[src/rtl/spc700_addsub_seq.sv]
// spc700_addsub_seq: byte-serial SPC700 add/subtract unit (ADC/SBC/ADDW/SUBW/CMPW) with NZVHC flags
module spc700_addsub_seq #(
  parameter int NBYTES = 2
) (
  input  logic                  CLK,
  input  logic                  RST_N,
  input  logic                  EN,
  input  logic                  START,
  input  logic [1:0]            MODE,
  input  logic [8*NBYTES-1:0]   A,
  input  logic [8*NBYTES-1:0]   B,
  input  logic                  CI,
  output logic                  BUSY,
  output logic                  DONE,
  output logic [8*NBYTES-1:0]   S,
  output logic                  CO,
  output logic                  VO,
  output logic                  HO,
  output logic                  ZO,
  output logic                  NO
);
  localparam int W = 8*NBYTES;
  localparam int IW = NBYTES > 1 ? $clog2(NBYTES) : 1;
  localparam logic [0:0] IDLE = 1'b0, RUN = 1'b1;
  logic [0:0] state;
  logic [W-1:0] a_r, b_r, s_nx;
  logic sub_r, carry, last;
  logic [IW-1:0] idx;
  logic [7:0] ab, bx, sb;
  logic [4:0] lo, hi;
  always_comb begin
    ab = a_r[8*idx +: 8];
    bx = sub_r ? ~b_r[8*idx +: 8] : b_r[8*idx +: 8];
    lo = {1'b0, ab[3:0]} + {1'b0, bx[3:0]} + {4'b0, carry};
    hi = {1'b0, ab[7:4]} + {1'b0, bx[7:4]} + {4'b0, lo[4]};
    sb = {hi[3:0], lo[3:0]};
    s_nx = S;
    s_nx[8*idx +: 8] = sb;
    last = idx == IW'(NBYTES-1);
  end
  assign BUSY = state == RUN;
  always_ff @(posedge CLK) begin
    if (!RST_N) begin
      state <= IDLE;
      DONE  <= 1'b0;
      S     <= '0;
      CO    <= 1'b0;
      VO    <= 1'b0;
      HO    <= 1'b0;
      ZO    <= 1'b0;
      NO    <= 1'b0;
      a_r   <= '0;
      b_r   <= '0;
      sub_r <= 1'b0;
      carry <= 1'b0;
      idx   <= '0;
    end else if (EN) begin
      if (state == IDLE) begin
        DONE <= 1'b0;
        if (START) begin
          a_r   <= A;
          b_r   <= B;
          sub_r <= MODE[0];
          carry <= MODE[1] ? MODE[0] : CI;
          idx   <= '0;
          state <= RUN;
        end
      end else begin
        S     <= s_nx;
        carry <= hi[4];
        idx   <= idx + 1'b1;
        // flags come from the top byte, except Z which spans the whole word
        if (last) begin
          HO    <= lo[4];
          CO    <= hi[4];
          VO    <= ~(ab[7] ^ bx[7]) & (ab[7] ^ sb[7]);
          NO    <= sb[7];
          ZO    <= s_nx == '0;
          DONE  <= 1'b1;
          state <= IDLE;
        end
      end
    end
  end
endmodule

[config.mk]
export PLATFORM = sky130hd
export DESIGN_NAME = spc700_addsub_seq
export DESIGN_NICKNAME = d
export VERILOG_FILES = /design/src/rtl/spc700_addsub_seq.sv
export SDC_FILE = /design/constraint.sdc
export NUM_CORES = 1
export LEC_CHECK = 0
export ABC_AREA = 0
export BUFFER_PORTS_ARGS = -buffer_cell sky130_fd_sc_hd__buf_2
export CORE_AREA = 2 2 82 84
export CTS_CLUSTER_DIAMETER = 80
export DETAILED_ROUTE_END_ITERATION = 16
export DIE_AREA = 0 0 84 86
export PLACE_DENSITY = 0.65
export SETUP_SLACK_MARGIN = 0.2
export SYNTH_ARGS = -nofsm -noshare
export SYNTH_HDL_FRONTEND = slang
export SYNTH_SLANG_ARGS = --single-unit
[constraint.sdc]
create_clock -name CLK -period 5.6 [get_ports CLK]
set_input_delay 1.4 -clock CLK [delete_from_list [all_inputs] [get_ports CLK]]
set_output_delay 1.4 -clock CLK [all_outputs]
set_load 0.02 [all_outputs]
==> metrics.txt, run 1 <==
status finished clean; count of state elements after synthesis 58; reg-to-reg critical path endpoint ZO$_SDFFE_PN0P_; count of routing violations after the opening detailed-route iteration 87; post-route antenna net violation count 0; antenna violations before repair 0; number of clock buffers inserted by TritonCTS 9; final hold vios 0; biggest fanout along the worst timing path 22; P_leak 1.36 nW; Worst-Margin Slew between 1 and 1.5 ns; post-detailed-placement cell area 2990 um2; unrepaired setup endpoints after global routing false; Final Routed Wirelength 5950 um; CTS root buffer clkbuf_8; cells along the critical path buf_4 > mux2i_1 > xnor2_1 > fa_1 > a21o_1 > a21oi_1 > fa_1 > inv_1 > fa_1 > or4b_1 > nor4b_1 > o2111ai_1 > o31ai_2; Layout fillers 613; post-CTS setup buffer count 0; data required time of the worst path 5.86 ns; crit path launch type flip-flop; Detailed Routing Iterations Pass 1 4; number of buffers on the longest clock path 2; number of sinks handled by clock tree synthesis 58; cell class contributing the biggest share of worst-path delay adder cells; Worst EP arrival 4.39 ns; Post-synth top flop dfxtp_1; io pins 62; Die Width between 80 and 90 um; total nets after synthesis 361; most common library cell in the layout ignoring fill and taps nand2_1; via count normalized by instance count about 5; hold path start S[15]$_SDFFE_PN0P_; Worst R2R Path Depth 13; Worst Skew 0.00740 ns; combined global-route utilization of all metal layers 17.7%; Crit. Startpoint idx$_SDFFE_PN0P_; maximum achievable frequency 242 MHz; height of the chip 86 um; period utilisation layout approximately 74%; CTS tree yes; via count 2,279; proportion of synthesized flip-flops having asynchronous set or reset 0%; total die area a little over 7000 um2; Hold-fix buffers, CTS 0; area delta synth->final 19.7%; post_cts resized 0; row count 29; launch point of the worst reg-to-reg path idx$_SDFFE_PN0P_; kind of end point of the critical path flip-flop; most used cells in the layout excluding fill and tap cells 78 x nand2_1, 61 x buf_2, 58 x dfxtp_1; fraction of the core area covered by cells at the end of the flow 51.2%; IR drop worst, VDD 0.201 mV; setup TNS 0 ns; later-pin clock latency in the skew report 0.35 ns; Antenna Diode Count 0; time the worst path needs with I/O delays and setup 4.13 ns; DRC violation count after routing 0; combined flip-flop and latch cell area 1160 um2; deepest level of the CTS H-tree 3; combined area of the multi-input logic cells roughly 1400 um2; synthesized netlist cell count 312; largest stage delay on the critical path 0.51 ns; Final Non-Filler Cells 445; power density over the cells roughly 300 nW/um2; worst-case setup margin in the final layout 1.47 ns; end point of the most critical hold path S[15]$_SDFFE_PN0P_; Max-slew headroom 24.6%; core area 6280 um2; final weighted congestion of routability-driven global placement 0.806; sequential cell area fraction in the yosys report 43.3%; Final Instance Area between 3000 and 4000 um2; initial standard-cell utilization of the core a little over two fifths; minimum setup slack among reg-to-reg paths 1.47 ns; type of the worst setup path reg2reg; pin count of the biggest net entering global routing 58; type of the worst min-delay path reg2reg; number of enable flip-flop cells after synthesis 0; Hold Path Stages 2; remaining global-route overflow 0; distinct cell type count of the synthesized netlist 44; placement-stage worst setup slack around 1.5 ns; Final nets 412; Setup-failing EPs final 0; most used cell along the critical path fa_1; Post-Syn Area per Cell 8.60 um2; Detail Placement HPWL 4330 um; slowest cell on the critical path or4b_1; max-capacitance violation count 0; Cells after DPL 429; wire length of the first global-routing pass 10,200 um; ratio of cells with drive above 1 in the final layout between 20% and 30%; synthesis warning total 0; post-synthesis instance area 2680 um2; Max Slew Vio Count 0; clock-pin slew on the worst setup and hold paths roughly 0.060 ns; number of port buffers just over 60; WP buf/inv 2; wire length per cell 13.4 um; via count of the first global-routing pass about 2,200
## cell type report
| class | instances | area share, % |
|---|---|---|
| Clock buffer | 10 | 4.29 |
| Clock inverter | 6 | 2.49 |
| Inverter | 6 | 1.13 |
| Multi-Input combinational cell | 226 | 43.2 |
| Sequential cell | 58 | 36.2 |
| Tap cell | 77 | 3.00 |
| Timing Repair Buffer | 62 | 9.74 |
## per-stage QoR
step / hold WS (ns) / power, W
global route: 0.476 / 0.00103
floorplan: 0.432 / 0.000538
finish: 0.453 / 0.000985
CTS: 0.455 / 0.000994
global placement: 0.440 / 0.000571
detailed placement: 0.447 / 0.000574
## kinds of logic after synthesis
group | Yosys count | synth area share (%)
xor gates and xnor gates | 10 | 3.27
adders and majority gates | 10 | 5.78
buffers and inverters | 28 | 5.08
DFF | 58 | 43.3
muxes | 19 | 7.42
AOI/OAI and AO/OA | 73 | 16.8
and+or+nand+nor | 114 | 18.3
## Yosys cell counts (all sizes together), types with 2 or more instances
cell	number	area, um2
and3	2	12.5
nand3	7	35.0
xnor2	8	70.1
nand2	78	293
xor2	2	17.5
nor2	15	56.3
a21oi	48	240
ha	6	75.1
or4	2	18.8
nor2b	2	12.5
clkbuf	13	48.8
a211oi	9	67.6
a21o	4	31.3
buf	9	51.3
dfxtp	58	1160
fa	4	80.1
mux2i	12	120
mux2	7	78.8
o21ai	5	25.0
inv	5	18.8
## report_power, final
part           switching [W]  leakage (nW)  internal (W)
Combinational      0.0000686         0.768     0.0000553
Clock               0.000162         0.116      0.000259
Sequential         0.0000119         0.472      0.000428
## how the worst max path moves through the flow
stage	end	slack [ns]	cells after the start
after floorplan	ZO$_SDFFE_PN0P_	1.61	16
after global placement	ZO$_SDFFE_PN0P_	1.57	13
after detailed placement	ZO$_SDFFE_PN0P_	1.47	13
after CTS	ZO$_SDFFE_PN0P_	1.45	13
after global routing	ZO$_SDFFE_PN0P_	1.23	13
final	ZO$_SDFFE_PN0P_	1.47	13
## worst register-to-register path: stages (launching register included)
cell       delay, ns
dfxtp_1         0.49
buf_4           0.36
mux2i_1         0.26
xnor2_1         0.13
fa_1            0.45
a21o_1          0.19
a21oi_1         0.23
fa_1            0.23
inv_1           0.06
fa_1            0.48
or4b_1          0.51
nor4b_1         0.24
o2111ai_1       0.18
o31ai_2         0.23
## sequential cells by signal, summed over array words and instances, names as in the netlist
signal / flops
BUSY: 1
carry: 1
sub_r: 1
HO: 1
NO: 1
CO: 1
VO: 1
DONE: 1
a_r: 16
idx: 1
b_r: 16
ZO: 1
S: 16
## routing by layer
| layer | part of all wire (%) | GRT usage (%) |
|---|---|---|
| met3 | 5.6 | 5.58 |
| met1 | 47 | 21.9 |
| met2 | 45 | 28.4 |
| met5 | 0 | 0 |
| met4 | 1.7 | 7.92 |
Power figures use the tool's default switching activity.
==> inputs of run 2 (changes only) <==
--- a/config.mk
+++ b/config.mk
@@ -11,7 +11,7 @@
 export CTS_CLUSTER_DIAMETER = 80
 export DETAILED_ROUTE_END_ITERATION = 16
 export DIE_AREA = 0 0 84 86
-export PLACE_DENSITY = 0.65
+export PLACE_DENSITY = 0.68
 export SETUP_SLACK_MARGIN = 0.2
 export SYNTH_ARGS = -nofsm -noshare
 export SYNTH_HDL_FRONTEND = slang
==> constraint.sdc (replaced) <==
create_clock -name CLK -period 3.42 [get_ports CLK]
set_input_delay 0.855 -clock CLK [delete_from_list [all_inputs] [get_ports CLK]]
set_output_delay 0.855 -clock CLK [all_outputs]
set_load 0.02 [all_outputs]
==> run 2 against run 1 <==
  * The flow now finishes with violations (setup timing)
  * Clock skew shrank 0.0012 ns
  * Worst setup slack lost 1.7 ns
  * Clock power grew 64%
==> metrics.txt, run 2 (synthesized netlist as in run 1, its figures left out) <==
maximum achievable frequency 273 MHz (was 242 MHz); final hold vios 0 (unchanged); Cells after DPL 439 (was 429); WHS 0.455 ns (was 0.453 ns); largest stage delay on the critical path 0.49 ns (was 0.51 ns); Worst-Margin Slew 0.972 ns (was 1.13 ns); number of port buffers 61 (unchanged); WP buf/inv 2 (unchanged); worst-case setup margin in the final layout -0.245 ns (was 1.47 ns); remaining global-route overflow 0 (unchanged); core area 6280 um2 (unchanged); data required time of the worst path 3.69 ns (was 5.86 ns); IR drop worst, VDD 0.300 mV (was 0.201 mV); Worst EP arrival 3.93 ns (was 4.39 ns); cells along the critical path mux2i_1 > xor2_1 > fa_2 > inv_2 > fa_2 > a21o_1 > a21oi_2 > fa_2 > inv_2 > fa_2 > or4b_4 > nor4b_2 > o2111ai_1 > o31ai_2 (was buf_4 > mux2i_1 > xnor2_1 > fa_1 > a21o_1 > a21oi_1 > fa_1 > inv_1 > fa_1 > or4b_1 > nor4b_1 > o2111ai_1 > o31ai_2); power density over the cells 490 nW/um2 (was 307 nW/um2); period utilisation layout 107% (was 73.7%); via count normalized by instance count 5.08 (was 5.12); Final nets 424 (was 412); slowest cell on the critical path or4b_4 (was or4b_1); Crit. Startpoint idx$_SDFFE_PN0P_ (unchanged); Detail Placement HPWL 4470 um (was 4330 um); CTS root buffer clkbuf_8 (unchanged); time the worst path needs with I/O delays and setup 3.67 ns (was 4.13 ns); biggest fanout along the worst timing path 2 (was 22); clock-pin slew on the worst setup and hold paths 0.07 ns (was 0.06 ns); row count 29 (unchanged); height of the chip 86 um (unchanged); launch point of the worst reg-to-reg path idx$_SDFFE_PN0P_ (unchanged); failing checks setup timing; wire length of the first global-routing pass 10,300 um (was 10,200 um); most common library cell in the layout ignoring fill and taps nand2_1 (unchanged); count of routing violations after the opening detailed-route iteration 98 (was 87); total die area 7220 um2 (unchanged); post-route antenna net violation count 0 (unchanged); number of buffers on the longest clock path 2 (unchanged); via count 2,322 (was 2,279); initial standard-cell utilization of the core 42.7% (unchanged); status finished, violations left (was finished clean); biggest regs S x16, a_r x16, b_r x16 (unchanged); number of sinks handled by clock tree synthesis 58 (unchanged); crit path launch type flip-flop (unchanged); Final Routed Wirelength 6090 um (was 5950 um); combined global-route utilization of all metal layers 18.2% (was 17.7%); area delta synth->final 24.4% (was 19.7%); deepest level of the CTS H-tree 3 (unchanged); DRC violation count after routing 0 (unchanged); Worst Skew 0.00617 ns (was 0.00740 ns); wire length per cell 13.3 um (was 13.4 um); antenna violations before repair 0 (unchanged); via count of the first global-routing pass 2,187 (was 2,233); Antenna Diode Count 0 (unchanged); type of the worst setup path reg2reg (unchanged); later-pin clock latency in the skew report 0.35 ns (about the same); cell class contributing the biggest share of worst-path delay adder cells (unchanged); Max-slew headroom 35.1% (was 24.6%); io pins 62 (unchanged); P_leak 1.41 nW (was 1.36 nW); Max Slew Vio Count 0 (unchanged); unrepaired setup endpoints after global routing true (was false); most used cells in the layout excluding fill and tap cells 78 x nand2_1, 61 x buf_2, 57 x dfxtp_1 (was 78 x nand2_1, 61 x buf_2, 58 x dfxtp_1); hold path start b_r[5]$_SDFFE_PN0P_ (was S[15]$_SDFFE_PN0P_); max-capacitance violation count 0 (unchanged); Detailed Routing Iterations Pass 1 4 (unchanged); most used cell along the critical path fa_2 (was fa_1); pin count of the biggest net entering global routing 58 (unchanged); Die Width 84 um (unchanged); final weighted congestion of routability-driven global placement 0.792 (was 0.806); kind of end point of the critical path flip-flop (unchanged); type of the worst min-delay path reg2reg (unchanged); Final Non-Filler Cells 457 (was 445); ratio of cells with drive above 1 in the final layout 29.5% (was 23.9%); CTS tree yes (unchanged); Setup-failing EPs final 1 (was 0); number of clock buffers inserted by TritonCTS 9 (unchanged)
[run 2: cell types whose count changed in the layout (fill, tap and decap cells not counted), sizes merged]
cell	previous run	this run
buf	62	74
[run 2: cell type report]
cell class | instances | area (um2)
fillers | 620 | 2940
clock buffers | 10 | 138
flip-flops and latches | 58 | 1160
clock inverters | 6 | 80.1
multi-input cells | 226 | 1420
well taps | 77 | 96.3
inverters | 6 | 36.3
repair buffers | 74 | 407
[run 2: timing repair]
item | in CTS | in global routing
cloned | 0 | 0
hold buffers | 0 | 0
gates resized for setup | 5 | 3
setup endpoints to repair | 2 | 5
pin swaps | 4 | 3
buffers inserted | 1 | 1
[run 2: final timing paths]
path                               to  slack, ns  cells past startpoint
setup / recovery      ZO$_SDFFE_PN0P_      -0.25                     14
setup reg to reg      ZO$_SDFFE_PN0P_      -0.25                     14
hold reg to reg   b_r[5]$_SDFFE_PN0P_       0.45                      2
hold / removal    b_r[5]$_SDFFE_PN0P_       0.45                      2
[run 2: through the flow]
step	cell area [um2]	worst slack [ns]	TNS, ns	power (W)	util (%)
2_1_floorplan	2720	-0.375	-0.375	0.000885	-
3_3_place_gp	3090	-0.228	-0.228	0.000951	49.2
3_5_place_dp	3090	-0.327	-0.327	0.000956	49.2
4_1_cts	3320	-0.267	-0.267	0.00165	52.9
5_1_grt	3340	-0.389	-0.389	0.00172	53.2
6_report	3340	-0.245	-0.245	0.00164	53.2
[run 2: where the power goes]
group	internal (W)	switching, W	total, W
combinational	0.000108	0.000121	0.000229
clock	0.000424	0.000265	0.000689
sequential	0.000701	0.0000170	0.000718
[run 2: tightest hold or removal path: cells and delay by family (launching register included)]
kind	cells	cell delay, ns
AOI/OAI and AO/OA	1	0.05
DFF	1	0.31
and+or+nand+nor	1	0.05
[run 2: metal layers]
metal | global-route usage (%) | up-vias | part of all wire [%]
met1 | 22.0 | 1060 | 45
li1 | - | 1192 | -
met3 | 8.08 | 7 | 6.5
met4 | 5.28 | 0 | 1.2
met5 | 0 | - | 0
met2 | 29.3 | 63 | 47
==> inputs of run 3 (changes only) <==
--- a/config.mk
+++ b/config.mk
@@ -5,13 +5,13 @@
 export SDC_FILE = /design/constraint.sdc
 export NUM_CORES = 1
 export LEC_CHECK = 0
-export ABC_AREA = 0
+export ABC_AREA = 1
 export BUFFER_PORTS_ARGS = -buffer_cell sky130_fd_sc_hd__buf_2
-export CORE_AREA = 2 2 82 84
+export CORE_AREA = 2 2 84 86
 export CTS_CLUSTER_DIAMETER = 80
 export DETAILED_ROUTE_END_ITERATION = 16
-export DIE_AREA = 0 0 84 86
-export PLACE_DENSITY = 0.68
+export DIE_AREA = 0 0 86 88
+export PLACE_DENSITY = 0.66
 export SETUP_SLACK_MARGIN = 0.2
 export SYNTH_ARGS = -nofsm -noshare
 export SYNTH_HDL_FRONTEND = slang
==> run 3 against run 2 <==
  * The run now ends clean
  * Routed wire length increased by 11%
  * Global-route usage up 1.2 points
  * Synthesized cell count grew 24%
  * Die area rose by 4.8%
==> metrics.txt, run 3 <==
Hold Path Stages 2 (unchanged); number of enable flip-flop cells after synthesis 0 (unchanged); pin count of the biggest net entering global routing 45 (was 58); unrepaired setup endpoints after global routing true (unchanged); number of port buffers 61 (unchanged); top cells by area in the synthesized netlist dfxtp_1 42%, nor2_1 12%, nand2_1 12%, o21ai_1 8.4%, inv_1 3.0% (was dfxtp_1 43%, nand2_1 11%, a21oi_1 9.0%, mux2i_1 4.5%, fa_1 3.0%); max-capacitance violation count 0 (unchanged); count of state elements after synthesis 58 (unchanged); Hold-fix buffers, CTS 0 (unchanged); cells along the critical path inv_6 > nand2_2 > nand2_2 > xor2_2 > fa_2 > inv_2 > fa_2 > nand2_2 > nand2_2 > a21oi_4 > fa_2 > inv_2 > fa_2 > a21oi_2 > nor2_1 > nor2_1 > nor2_1 > a21oi_1 > nor2_1 (was mux2i_1 > xor2_1 > fa_2 > inv_2 > fa_2 > a21o_1 > a21oi_2 > fa_2 > inv_2 > fa_2 > or4b_4 > nor4b_2 > o2111ai_1 > o31ai_2); count of routing violations after the opening detailed-route iteration 140 (was 98); type of the worst setup path reg2reg (unchanged); Yosys top cell area share 42.1% (was 43.3%); row count 30 (was 29); fraction of the core area covered by cells at the end of the flow 50.4% (was 53.2%); Die Width 86 um (was 84 um); number of sinks handled by clock tree synthesis 58 (unchanged); distinct cell type count of the synthesized netlist 27 (was 44); hold path start S[15]$_SDFFE_PN0P_ (was b_r[5]$_SDFFE_PN0P_); WP buf/inv 3 (was 2); portion of total power attributed to combinational logic 18.5% (was 14.0%); relative contribution of sequential cells to total power 47.1% (was 43.9%); DRC violation count after routing 0 (unchanged); most used cells in the layout excluding fill and tap cells 87 x nor2_1, 81 x nand2_1, 61 x buf_2 (was 78 x nand2_1, 61 x buf_2, 57 x dfxtp_1); post-route total power 0.00156 W (was 0.00164 W); Post-synth top flop dfxtp_1 (unchanged); cell type with the highest aggregate area in the netlist dfxtp_1 (unchanged); routing usage on met2 30.0% (was 29.3%); clock-pin slew on the worst setup and hold paths 0.06 ns (was 0.07 ns); area delta synth->final 21.5% (was 24.4%); crit path launch type flip-flop (unchanged); Max-slew headroom 65.0% (was 35.1%); wire length of the first global-routing pass 11,400 um (was 10,300 um); setup TNS 0 ns (was -0.245 ns); most repeated cell in the gate-level netlist after synthesis nor2_1 (was nand2_1); status finished clean (was finished, violations left); Top Usage Layer GRT met2 (unchanged); CTS tree yes (unchanged); deepest level of the CTS H-tree 3 (unchanged); Layout fillers 688 (was 620); reg-to-reg critical path endpoint CO$_SDFFE_PN0P_ (was ZO$_SDFFE_PN0P_); Antenna Diode Count 0 (unchanged); total nets after synthesis 436 (was 361); Worst Skew 0.00408 ns (was 0.00617 ns); Final Instance Area 3350 um2 (was 3340 um2); synthesis warning total 0 (unchanged); synthesized netlist cell count 387 (was 312); biggest fanout along the worst timing path 5 (was 2); antenna violations before repair 0 (unchanged); biggest regs S x16, a_r x16, b_r x16 (unchanged); Internal Pwr Total 0.00110 W (was 0.00123 W); maximum achievable frequency 324 MHz (was 273 MHz); data required time of the worst path 3.63 ns (was 3.69 ns); CTS root buffer clkbuf_8 (unchanged); type of the worst min-delay path reg2reg (unchanged); proportion of power drawn by the clock network 34.3% (was 42.1%); remaining global-route overflow 0 (unchanged); later-pin clock latency in the skew report 0.33 ns (was 0.35 ns); ratio of cells with drive above 1 in the final layout 23.3% (was 29.5%); end point of the most critical hold path S[15]$_SDFFE_PN0P_ (was b_r[5]$_SDFFE_PN0P_); final hold vios 0 (unchanged); post-synthesis instance area 2760 um2 (was 2680 um2); most frequent cells after synthesis 87 x nor2_1, 86 x nand2_1, 58 x dfxtp_1 (was 78 x nand2_1, 58 x dfxtp_1, 48 x a21oi_1); most common library cell in the layout ignoring fill and taps nor2_1 (was nand2_1); total die area 7570 um2 (was 7220 um2); Sw Ratio 29.4% (was 24.6%); Post-Syn Area per Cell 7.12 um2 (was 8.60 um2); power density over the cells 466 nW/um2 (was 490 nW/um2); final weighted congestion of routability-driven global placement 0.874 (was 0.792); post-detailed-placement cell area 3110 um2 (was 3090 um2); P_leak 1.68 nW (was 1.41 nW); launch point of the worst reg-to-reg path idx$_SDFFE_PN0P_ (unchanged); number of buffers on the longest clock path 2 (unchanged); net switching component of the power 0.000459 W (was 0.000403 W); kind of end point of the critical path flip-flop (unchanged); minimum setup slack among reg-to-reg paths 0.33 ns (was -0.25 ns); height of the chip 88 um (was 86 um); cell class contributing the biggest share of worst-path delay adder cells (unchanged); slowest cell on the critical path fa_2 (was or4b_4); via count of the first global-routing pass 2,434 (was 2,187); Final nets 498 (was 424); met3 track demand over resource in global routing 3.96% (was 8.08%); Detail Placement HPWL 4860 um (was 4470 um); Max Slew Vio Count 0 (unchanged); via count normalized by instance count 4.81 (was 5.08); Worst-Margin Slew 0.523 ns (was 0.972 ns); proportion of synthesized flip-flops having asynchronous set or reset 0% (unchanged); post-route antenna net violation count 0 (unchanged); largest stage delay on the critical path 0.41 ns (was 0.49 ns); Detailed Routing Iterations Pass 1 4 (unchanged); Setup-failing EPs final 0 (was 1); Worst R2R Path Depth 19 (was 14); combined global-route utilization of all metal layers 19.4% (was 18.2%); number of clock buffers inserted by TritonCTS 9 (unchanged); wire length per cell 12.6 um (was 13.3 um); period utilisation layout 90.3% (was 107%); initial standard-cell utilization of the core 41.5% (was 42.7%); IR drop worst, VDD 0.247 mV (was 0.300 mV); met1 Use GR 25.7% (was 22.0%); Worst EP arrival 3.30 ns (was 3.93 ns); sequential cell area fraction in the yosys report 42.1% (was 43.3%); via count 2,567 (was 2,322); time the worst path needs with I/O delays and setup 3.09 ns (was 3.67 ns); core area 6640 um2 (was 6280 um2); Final Routed Wirelength 6740 um (was 6090 um); io pins 62 (unchanged)
-- run 3: cell count changes after synthesis, sizes merged, moves of 3 or more --
cell	previous run	this run
nor2	15	89
xnor2	8	1
nand2	78	87
a21oi	48	16
mux2i	12	2
clkbuf	13	6
mux2	7	1
a21o	4	0
inv	5	26
a31oi	0	3
xor2	2	9
o21ai	5	50
buf	9	13
a211oi	9	3
-- run 3: per-layer routing --
layer / vias to the layer above / share of wire, %
met3: 12 / 4.1
met4: 0 / 2.3
met5: - / 0
met2: 57 / 45
met1: 1140 / 49
li1: 1358 / -
-- run 3: area by class of cell --
cell class | count | area (um2) | share of cell area, %
multi-input combinational | 284 | 1450 | 43.1
sequential | 58 | 1160 | 34.8
timing repair buffer | 70 | 373 | 11.1
clock buffer | 13 | 149 | 4.45
inverter | 26 | 103 | 3.06
tap | 80 | 100 | 2.99
clock inverter | 3 | 15.0 | 0.448
-- run 3: how the worst max path moves through the flow --
stage,cells past startpoint,to,slack (ns),start
CTS,19,CO$_SDFFE_PN0P_,0.23,idx$_SDFFE_PN0P_
finish,19,CO$_SDFFE_PN0P_,0.33,idx$_SDFFE_PN0P_
floorplan,21,CO$_SDFFE_PN0P_,0.23,idx$_SDFFE_PN0P_
global route,19,CO$_SDFFE_PN0P_,0.09,idx$_SDFFE_PN0P_
detailed placement,20,ZO$_SDFFE_PN0P_,0.15,idx$_SDFFE_PN0P_
global placement,19,CO$_SDFFE_PN0P_,0.29,idx$_SDFFE_PN0P_
-- run 3: timing repair --
item / CTS / global route
pin swaps: 0 / 15
endpoints found under the setup margin: 3 / 4
gates resized for setup: 2 / 17
buffers inserted: 0 / 3
cloned: 0 / 0
-- run 3: power groups by stage --
stage	combinational [W]	clock [W]	sequential, W
3_5_place_dp	0.000270	0	0.000751
6_report	0.000290	0.000536	0.000736
5_1_grt	0.000330	0.000584	0.000740
4_1_cts	0.000273	0.000546	0.000736
3_3_place_gp	0.000263	0	0.000750
2_1_floorplan	0.000182	0	0.000755
-- run 3: logic make-up after synthesis --
kind of cell	after synthesis	synth area share [%]
XOR/XNOR	10	3.18
multiplexers	3	1.13
adder cells (fa/ha/maj)	10	5.63
AO/OA/AOI/OAI	74	14.1
AND/OR/NAND/NOR	187	26.8
buffers and inverters	45	7.08
flip-flops	58	42.1
-- run 3: worst register-to-register path, cell delays in order, from the launching register on --
cell and delay [ns]:
dfxtp_4 0.37, inv_6 0.06, nand2_2 0.04, nand2_2 0.08, xor2_2 0.18, fa_2 0.23
inv_2 0.05, fa_2 0.41, nand2_2 0.09, nand2_2 0.08, a21oi_4 0.17, fa_2 0.22
inv_2 0.05, fa_2 0.40, a21oi_2 0.13, nor2_1 0.05, nor2_1 0.13, nor2_1 0.05
a21oi_1 0.13, nor2_1 0.06
-- run 3: metrics by stage --
step,cells,worst slack [ns],hold slack [ns]
2_1_floorplan,387,0.234,0.462
3_3_place_gp,515,0.287,0.434
3_5_place_dp,515,0.146,0.447
4_1_cts,531,0.235,0.457
5_1_grt,534,0.0860,0.466
6_report,534,0.333,0.454
